## config.mk

```make
export PLATFORM = sky130hd
export DESIGN_NAME = conv_encoder_stream_flat
export DESIGN_NICKNAME = d
export VERILOG_FILES = /design/src/rtl/conv_encoder_stream_if.sv /design/src/rtl/conv_encoder_stream.sv /design/src/flat_wrapper.sv
export SDC_FILE = /design/constraint.sdc
export NUM_CORES = 1
export LEC_CHECK = 0
export ABC_AREA = 0
export BUFFER_PORTS_ARGS = -buffer_cell sky130_fd_sc_hd__clkbuf_2
export CAP_MARGIN = 5
export CORE_MARGIN = 2
export CORE_UTILIZATION = 24
export DETAILED_ROUTE_END_ITERATION = 8
export SLEW_MARGIN = 10
export SYNTH_ARGS = -nofsm -noshare
export SYNTH_HDL_FRONTEND = slang
export SYNTH_SLANG_ARGS = --single-unit
```

## constraint.sdc

```tcl
create_clock -name clk -period 1.4 [get_ports clk]
set_input_delay 0.07 -clock clk [delete_from_list [all_inputs] [get_ports clk]]
set_output_delay 0.07 -clock clk [all_outputs]
set_load 0.05 [all_outputs]
```

## src/rtl/conv_encoder_stream_if.sv

```systemverilog
// rtl/conv_encoder_stream_if.sv - bit-in / symbol-out handshake bundle for conv_encoder_stream
interface conv_encoder_stream_if;
  logic       in_valid;
  logic       in_ready;
  logic       in_bit;
  logic       out_valid;
  logic       out_ready;
  logic [1:0] out_sym;
  logic       out_last;

  modport master (
    output in_valid, in_bit, out_ready,
    input  in_ready, out_valid, out_sym, out_last
  );

  modport slave (
    input  in_valid, in_bit, out_ready,
    output in_ready, out_valid, out_sym, out_last
  );
endinterface

```

## src/rtl/conv_encoder_stream.sv

```systemverilog
// rtl/conv_encoder_stream.sv - rate-1/2 K=3 streaming convolutional encoder; CONV_ENC_TAIL_EN adds zero-tail frame termination
module conv_encoder_stream #(
  parameter int         FRAME_LEN = 8,
  parameter logic [2:0] G0        = 3'b111,
  parameter logic [2:0] G1        = 3'b101
) (
  input  logic                 clk,
  input  logic                 rst_n,
  conv_encoder_stream_if.slave bus,
  output logic [1:0]           enc_state,
  output logic                 busy
);
  localparam int            CW       = $clog2(FRAME_LEN + 1);
  localparam logic [CW-1:0] LAST_IDX = CW'(FRAME_LEN - 1);

  logic [CW-1:0] bit_cnt;
  logic [1:0]    sreg;
  logic          out_valid_q;
  logic          out_last_q;
  logic [1:0]    out_sym_q;
  logic          slot_free;
  logic          accept;
  logic          load;
  logic          u;
  logic          last_bit;
  logic          sym_last;

  function automatic logic [1:0] encode(input logic uu, input logic [1:0] st);
    logic [2:0] taps;
    taps = {uu, st};
    return {^(taps & G0), ^(taps & G1)};
  endfunction

  assign slot_free     = !out_valid_q || bus.out_ready;
  assign accept        = bus.in_valid && bus.in_ready;
  assign last_bit      = (bit_cnt == LAST_IDX);
  assign bus.out_valid = out_valid_q;
  assign bus.out_sym   = out_sym_q;
  assign bus.out_last  = out_last_q;
  assign enc_state     = sreg;

`ifdef CONV_ENC_TAIL_EN
  localparam logic [0:0] ST_DATA = 1'b0;
  localparam logic [0:0] ST_TAIL = 1'b1;

  logic [0:0] fsm;
  logic       tail_cnt;
  logic       in_tail;

  assign in_tail      = (fsm == ST_TAIL);
  // rst_n gates in_ready so the source never sees a handshake while reset is held
  assign bus.in_ready = rst_n && !in_tail && slot_free;
  assign load         = accept || (in_tail && slot_free);
  assign u            = in_tail ? 1'b0 : bus.in_bit;
  assign sym_last     = in_tail && tail_cnt;
  assign busy         = (bit_cnt != '0) || in_tail;

  always_ff @(posedge clk or negedge rst_n) begin
    if (!rst_n) begin
      fsm      <= ST_DATA;
      tail_cnt <= 1'b0;
    end else if (accept && last_bit) begin
      fsm      <= ST_TAIL;
      tail_cnt <= 1'b0;
    end else if (in_tail && slot_free) begin
      tail_cnt <= !tail_cnt;
      if (tail_cnt) begin
        fsm <= ST_DATA;
      end
    end
  end
`else
  assign bus.in_ready = rst_n && slot_free;
  assign load         = accept;
  assign u            = bus.in_bit;
  assign sym_last     = last_bit;
  assign busy         = (bit_cnt != '0);
`endif

  always_ff @(posedge clk or negedge rst_n) begin
    if (!rst_n) begin
      bit_cnt <= '0;
    end else if (accept) begin
      bit_cnt <= last_bit ? '0 : bit_cnt + CW'(1);
    end
  end

  // Encoder state only advances when a symbol enters the slot, so it freezes under back-pressure
  always_ff @(posedge clk or negedge rst_n) begin
    if (!rst_n) begin
      sreg        <= 2'b00;
      out_valid_q <= 1'b0;
      out_sym_q   <= 2'b00;
      out_last_q  <= 1'b0;
    end else if (load) begin
      sreg        <= {u, sreg[1]};
      out_valid_q <= 1'b1;
      out_sym_q   <= encode(u, sreg);
      out_last_q  <= sym_last;
    end else if (bus.out_ready) begin
      out_valid_q <= 1'b0;
      out_last_q  <= 1'b0;
    end
  end
endmodule
```

## src/flat_wrapper.sv

```systemverilog
// flat-port wrapper written by rule: the top's interface ports become plain ports
module conv_encoder_stream_flat 
#(
  parameter int         FRAME_LEN = 8,
  parameter logic [2:0] G0        = 3'b111,
  parameter logic [2:0] G1        = 3'b101
)
  (clk, rst_n, enc_state, busy, bus_in_valid, bus_in_bit, bus_out_ready, bus_in_ready, bus_out_valid, bus_out_sym, bus_out_last);
  conv_encoder_stream_if bus_i ();
  input  logic clk;
  input  logic rst_n;
  output logic [1:0] enc_state;
  output logic busy;
  input wire logic [$bits(bus_i.in_valid)-1:0] bus_in_valid;
  input wire logic [$bits(bus_i.in_bit)-1:0] bus_in_bit;
  input wire logic [$bits(bus_i.out_ready)-1:0] bus_out_ready;
  output wire logic [$bits(bus_i.in_ready)-1:0] bus_in_ready;
  output wire logic [$bits(bus_i.out_valid)-1:0] bus_out_valid;
  output wire logic [$bits(bus_i.out_sym)-1:0] bus_out_sym;
  output wire logic [$bits(bus_i.out_last)-1:0] bus_out_last;
  assign bus_i.in_valid = bus_in_valid;
  assign bus_i.in_bit = bus_in_bit;
  assign bus_i.out_ready = bus_out_ready;
  assign bus_in_ready = bus_i.in_ready;
  assign bus_out_valid = bus_i.out_valid;
  assign bus_out_sym = bus_i.out_sym;
  assign bus_out_last = bus_i.out_last;
  conv_encoder_stream #(.FRAME_LEN(FRAME_LEN), .G0(G0), .G1(G1)) u_core (.clk(clk), .rst_n(rst_n), .bus(bus_i), .enc_state(enc_state), .busy(busy));
endmodule
```

==> results of run 1 <==
-- layer usage --
metal	vias up	GRT usage, %	part of all wire, %
li1	167	-	-
met1	158	11.1	47
met2	9	9.74	47
met3	2	1.75	3.7
met4	0	9.46	2.4
met5	-	0	0
-- logic make-up after synthesis --
group	synth area share [%]
mux	20.0
buf+inv	3.52
flops	46.9
simple gates	20.0
fa+ha+maj	4.69
xor+xnor	4.93
-- power by group through the flow --
| stage | clock [mW] | sequential, mW | combinational (mW) |
|---|---|---|---|
| 4_1_cts | 0.273 | 0.493 | 0.598 |
| 5_1_grt | 0.292 | 0.508 | 0.630 |
| 6_report | 0.266 | 0.493 | 0.587 |
| 3_3_place_gp | 0 | 0.495 | 0.579 |
| 3_5_place_dp | 0 | 0.498 | 0.591 |
| 2_1_floorplan | 0 | 0.650 | 0.303 |
-- per-stage QoR --
stage / cells / hold slack [ns]
2_1_floorplan: 40 / -0.226
3_3_place_gp: 80 / 0.0561
3_5_place_dp: 80 / 0.0557
4_1_cts: 85 / 0.0644
5_1_grt: 85 / 0.0648
6_report: 85 / 0.0667
-- registers in the layout, summed over array words and instances, names as in the netlist --
signal,count
u_core.bit_cnt,4
u_core.bus.out_sym,2
u_core.bus.out_valid,1
u_core.bus.out_last,1
u_core.enc_state,2
-- what timing repair did --
item	4_1_cts	5_1_grt
buffers inserted	0	0
hold buffers	1	0
endpoints found under the hold margin	10	0
setup endpoints to repair	0	0
-- worst max-delay path, cell delays in order, from the launching register on --
cell and delay [ns]:
dfrtp_1 0.37, inv_1 0.08, ha_1 0.20, nand2_1 0.06, clkbuf_2 0.27
-- path summary, 6_finish.rpt --
check | start | to | slack [ns] | cells after the start
max | u_core.bit_cnt[0] | busy | 0.08 | 4
min in group asynchronous | rst_n | u_core.bit_cnt[3] | 0.43 | 3
max reg2reg | u_core.bus.out_valid | u_core.bit_cnt[1] | 0.15 | 3
min | bus_in_valid | u_core.bus.out_valid | 0.07 | 3
max in group asynchronous | rst_n | u_core.bus.out_valid | 0.64 | 3
min reg2reg | u_core.bus.out_sym[1] | u_core.bus.out_sym[1] | 0.51 | 1
-- layout by cell type (no fill, tap or decap), drive strengths merged --
cell type / instances
and2: 1
and4: 1
buf: 1
clkbuf: 16
dfrtp: 10
dlygate4sd3: 1
ha: 2
inv: 2
mux2: 6
mux2i: 2
nand2: 4
nand2b: 2
nand3: 1
nand3b: 1
nor2: 2
nor2b: 1
nor3b: 1
xor2: 3
-- layout make-up --
type,count,area [µm²],area share [%]
well taps,28,35.0,5.21
inverters,2,7.51,1.12
multi-input cells,27,264,39.3
clock buffers,4,36.3,5.40
flip-flops and latches,10,251,37.4
repair buffers,14,77.6,11.5
==> metrics.log, run 1 <==
INFO  metric status = complete, no violations
INFO  metric postSynthRegisterBits = 10
INFO  metric fin_ws = 0.0834 ns
INFO  metric switching_share = between 40 and 50%
INFO  metric tritoncts_clock_tree = yes
INFO  metric die-width = a little over 50 µm
INFO  metric comb_power_share = ~44%
INFO  metric cts_buffers = 3
INFO  metric totalPowerFinal = between 1 and 1.5 mW
INFO  metric cts_resized = 0
INFO  metric ios = 13
INFO  metric cp.arrival = 1.25 ns
INFO  metric count_of_final_setup_violators = 0
INFO  metric vias = 336
INFO  metric placed_cell_area = 626 µm²
INFO  metric first_pass_grt_wire_length = 1420 µm
INFO  metric syn_avg_cell_area = 13.3 µm²
INFO  metric syn-cell-area = 533 µm²
INFO  metric via_count_of_the_first_global_routing_pass = 310
INFO  metric asyncSetResetFlopFracSynth = 100%
INFO  metric root_cell_of_the_clock_tree = clkbuf_4
INFO  metric transition_time_at_the_pin_with_the_least_slew_margin = ~0.46 ns
INFO  metric synth_top_cell_by_area = dfrtp_1
INFO  metric leakage = 0.339 nW
INFO  metric grt_start_max_net_pins = 11
INFO  metric power.share.sequential = about 37%
INFO  metric grt.overflow.total = 0
INFO  metric floorplan.initialDensity = around a quarter
INFO  metric num_antenna_cells = 0
INFO  metric die-height = between 50 and 60 µm
INFO  metric drt_iter0_drc = 5
INFO  metric hpwl = approximately 640 µm
INFO  metric hold_violations = 0
INFO  metric crit_type = flip-flop to output port
INFO  metric synth_enable_flop_cells = 0
INFO  metric drtAntennaViolNets = 0
INFO  metric crit_path_max_fanout = 3
INFO  metric via_density_per_instance = between 3 and 4
INFO  metric slew_headroom = between 60% and 70%
INFO  metric rsz0062_at_grt = no
INFO  metric max-vdd-ir-drop = a little under 0.0009 V
INFO  metric yosysMostFrequentCell = dfrtp_1
INFO  metric route.detailed.drc = 0
INFO  metric postRouteWirelength = roughly 900 µm
INFO  metric clk_pin_slew_worst_setup_hold_paths = ~0.070 ns
INFO  metric postSynthCellCount = 40
INFO  metric ys_top_cells_by_count = 10 x dfrtp_1, 5 x mux2_4, 3 x nand2_1, 3 x xor2_1
INFO  metric antenna_found_initial = 0
INFO  metric internal-power = 777 µW
INFO  metric netSwitchingPower = around 570 µW
INFO  metric cts.sink_count = 10
INFO  metric numPortBuffers = 12
INFO  metric net_count_after_synthesis = between 40 and 50
INFO  metric finalInstanceArea = about 670 µm²
INFO  metric synth_top_cell_area_share = roughly 47%
INFO  metric timing.fmax = between 700 and 800 MHz
INFO  metric pwr-share-clk = between 10% and 20%
INFO  metric worstHoldPathType = input pin to flip-flop
INFO  metric cts-root-to-sink-buffers = 2
INFO  metric synth_flop_cell = dfrtp_1
INFO  metric floorplan.die_area = 0.00261 mm²
INFO  metric type_of_destination_of_the_critical_path = output port
INFO  metric sequential_fraction_of_the_synthesis_area = a little under half
INFO  metric clkLatencyLatePin = 0.27 ns
INFO  metric cts-htree-levels = 1
INFO  metric netlist_top_cells_area = dfrtp_1 47%, mux2_4 14%, xor2_1 4.9%
INFO  metric fp-row-count = 17
INFO  metric gp_routability_congestion = between 0.7 and 0.8
INFO  metric total_power_density_per_cell_area = between 2000 and 2500 mW/mm²
INFO  metric detailedRoute.firstPassIterationCount = 2
INFO  metric endpoint_required_time_on_the_critical_path = around 1.3 ns
INFO  metric fin_nets = 65
INFO  metric period_minus_ws_final = 1.32 ns
INFO  metric filler_cell_count = 235
INFO  metric area_growth = 26.1%
INFO  metric route.detailed.wl_per_inst = 10.4 µm
INFO  metric place_worst_setup_slack = about 0.16 ns
INFO  metric maxSlewViolCount = 0
INFO  metric final_util = approximately 31%
INFO  metric post-route-period-util = between 90% and 100%
INFO  metric fin_setup_tns = 0 ns
INFO  metric grtUsageTotal = about 8.2%
INFO  metric worstSetupStartpointType = flip-flop
INFO  metric yosysWarningCount = 0
INFO  metric max-cap-violations = 0
INFO  metric drive_gt1_share = 49.1%
INFO  metric core_region_area = ~0.0021 mm²
INFO  metric clock_skew = 0.00599 ns
INFO  metric synth_cell_type_count = 19
Power figures use the tool's default switching activity.
==> run 2, diff against run 1 <==
--- a/config.mk
+++ b/config.mk
@@ -11,6 +11,7 @@
 export CORE_MARGIN = 2
 export CORE_UTILIZATION = 24
 export DETAILED_ROUTE_END_ITERATION = 8
+export MAX_ROUTING_LAYER = met4
 export SLEW_MARGIN = 10
 export SYNTH_ARGS = -nofsm -noshare
 export SYNTH_HDL_FRONTEND = slang
==> run 2 against run 1 <==
Net effect: die area is the same; first-iteration DRC count is the same; critical path depth is the same; clock skew is essentially flat; worst hold slack is essentially flat; via count is the same; core utilization is the same; critical endpoint unchanged; largest power group unchanged; highest routed layer unchanged.
==> metrics.log, run 2 (synthesis results as in run 1) <==
INFO  metric regMostFlops = u_core.bit_cnt
INFO  metric drt_iter0_drc = 5
INFO  metric layout.cells.most_common_list = 12 x clkbuf_2, 9 x dfrtp_1, 5 x mux2_4
INFO  metric cts.sink_count = 10
INFO  metric endpoint_required_time_on_the_critical_path = 1.33 ns
INFO  metric post_cts.repair.setup_buffers = 0
INFO  metric transition_time_at_the_pin_with_the_least_slew_margin = 0.448 ns
INFO  metric first_pass_grt_wire_length = approximately 1400 µm
INFO  metric critical_path.reg2reg.startpoint = u_core.bus.out_valid
INFO  metric cp-startpoint = u_core.bit_cnt[0]
INFO  metric via_density_per_instance = 3.95
INFO  metric leakage = roughly 0.34 nW
INFO  metric fin_nets = 65
INFO  metric layout_commonest_cell = clkbuf_2
INFO  metric ios = 13
INFO  metric dp.cells = 80
INFO  metric register_area = 251 µm²
INFO  metric route.detailed.wl_per_inst = approximately 10 µm
INFO  metric root_cell_of_the_clock_tree = clkbuf_4
INFO  metric die-height = around 51 µm
INFO  metric slew_headroom = 70.0%
INFO  metric fin_setup_tns = 0 ns
INFO  metric clk_pin_slew_worst_setup_hold_paths = about 0.07 ns
INFO  metric count_of_final_setup_violators = 0
INFO  metric vias = 336
INFO  metric grt_start_max_net_pins = 11
INFO  metric grtUsageTotal = about 8.4%
INFO  metric post_layout_nonfiller_instances = 85
INFO  metric timing.critical_path.slowest_stage_cell = dfrtp_1
INFO  metric num_antenna_cells = 0
INFO  metric status = complete, no violations
INFO  metric max-cap-violations = 0
INFO  metric floorplan.initialDensity = 24.8%
INFO  metric timing.reg2reg.worst_path_depth = 3
INFO  metric clock_skew = 0.00600 ns
INFO  metric cts-root-to-sink-buffers = 2
INFO  metric total_power_density_per_cell_area = between 2000 and 2500 mW/mm²
INFO  metric reg2reg_to = u_core.bit_cnt[1]
INFO  metric tritoncts_clock_tree = yes
INFO  metric via_count_of_the_first_global_routing_pass = between 300 and 400
INFO  metric grt.overflow.total = 0
INFO  metric largest_register_ffs = 4
INFO  metric multi_input_area = about 260 µm²
INFO  metric core_region_area = around 0.0021 mm²
INFO  metric cts-htree-levels = 1
INFO  metric worstSetupStartpointType = flip-flop
INFO  metric crit_path_max_incr_delay = approximately 0.37 ns
INFO  metric filler_cell_count = roughly 240
INFO  metric hpwl = 641 µm
INFO  metric critPathCapture = busy
INFO  metric crit_chain = inv_1 -> ha_1 -> nand2_1 -> clkbuf_2
INFO  metric hold_violations = 0
INFO  metric numPortBuffers = 12
INFO  metric drive_gt1_share = about half
INFO  metric detailedRoute.firstPassIterationCount = 2
INFO  metric maxSlewViolCount = 0
INFO  metric max-vdd-ir-drop = a little under 0.0009 V
INFO  metric period_minus_ws_final = between 1 and 1.5 ns
INFO  metric crit_type = flip-flop to output port
INFO  metric antenna_found_initial = 0
INFO  metric drtAntennaViolNets = 0
INFO  metric post-route-period-util = between 90% and 100%
INFO  metric cts_buffers = 3
INFO  metric gp_routability_congestion = around 0.76
INFO  metric postRouteWirelength = about 870 µm
INFO  metric cp.arrival = about 1.3 ns
INFO  metric regToRegSetupSlack = roughly 0.15 ns
INFO  metric floorplan.die_area = approximately 0.0026 mm²
INFO  metric rsz0062_at_grt = no
INFO  metric worstHoldPathType = input pin to flip-flop
INFO  metric route.detailed.drc = 0
INFO  metric type_of_destination_of_the_critical_path = output port
INFO  metric clkLatencyLatePin = between 0.2 and 0.3 ns
INFO  metric fp-row-count = 17
INFO  metric crit_path_max_fanout = 3
INFO  metric area_growth = 26.1%
INFO  metric die-width = slightly above 50 µm
INFO  metric timing.fmax = 760 MHz
==> run 2: cell counts in the layout (fill, tap and decap cells not counted) <==
No cell type changed its count.
==> run 2: area by class of cell <==
type	instances	area share (%)
multi-input cells	27	39.3
well taps	28	5.21
inverters	2	1.12
clock buffers	4	5.40
repair buffers	14	11.5
flip-flops and latches	10	37.4
==> run 2: power by group <==
part	switching (mW)	internal, mW
logic	0.365	0.222
clock network	0.108	0.158
registers	0.0958	0.397
==> run 2: per-stage QoR <==
| step | hold slack [ns] | utilization, % | total power [mW] | cell area [µm²] | setup WS [ns] |
|---|---|---|---|---|---|
| 2_1_floorplan | -0.226 | - | 0.953 | 534 | 0.0451 |
| 3_3_place_gp | 0.0561 | 29.1 | 1.07 | 626 | 0.178 |
| 3_5_place_dp | 0.0557 | 29.1 | 1.09 | 626 | 0.160 |
| 4_1_cts | 0.0644 | 31.3 | 1.36 | 672 | 0.0675 |
| 5_1_grt | 0.0648 | 31.3 | 1.43 | 672 | 0.0156 |
| 6_report | 0.0668 | 31.3 | 1.35 | 672 | 0.0841 |
==> run 2: worst min path at each step <==
stage,start,endpoint,slack [ns],cells past startpoint
after floorplan,rst_n,u_core.bit_cnt[0],-0.23,0
after global placement,rst_n,u_core.bit_cnt[3],0.06,2
after detailed placement,rst_n,u_core.bit_cnt[3],0.06,2
after CTS,bus_in_valid,u_core.bus.out_valid,0.06,3
after global routing,bus_in_valid,u_core.bus.out_valid,0.06,3
final,bus_in_valid,u_core.bus.out_valid,0.07,3
==> run 2: routing by layer <==
layer | wire length (µm) | vias to the layer above | global-route usage [%]
met4 | 21 | 0 | 9.46
met1 | 399 | 158 | 10.7
met5 | 0 | - | -
met3 | 33 | 2 | 1.75
met2 | 419 | 9 | 10.2
li1 | - | 167 | -
==> run 2: worst max-delay path, delay by kind of cell (launching register included) <==
kind | cells | cell delay, ns
buffers and inverters | 2 | 0.35
adders and majority gates | 1 | 0.20
DFF | 1 | 0.37
and+or+nand+nor | 1 | 0.06
==> run 2: timing repair <==
action                    4_1_cts  5_1_grt
gates resized for setup         0        0
hold endpoints to repair       10        0
hold buffers                    1        0
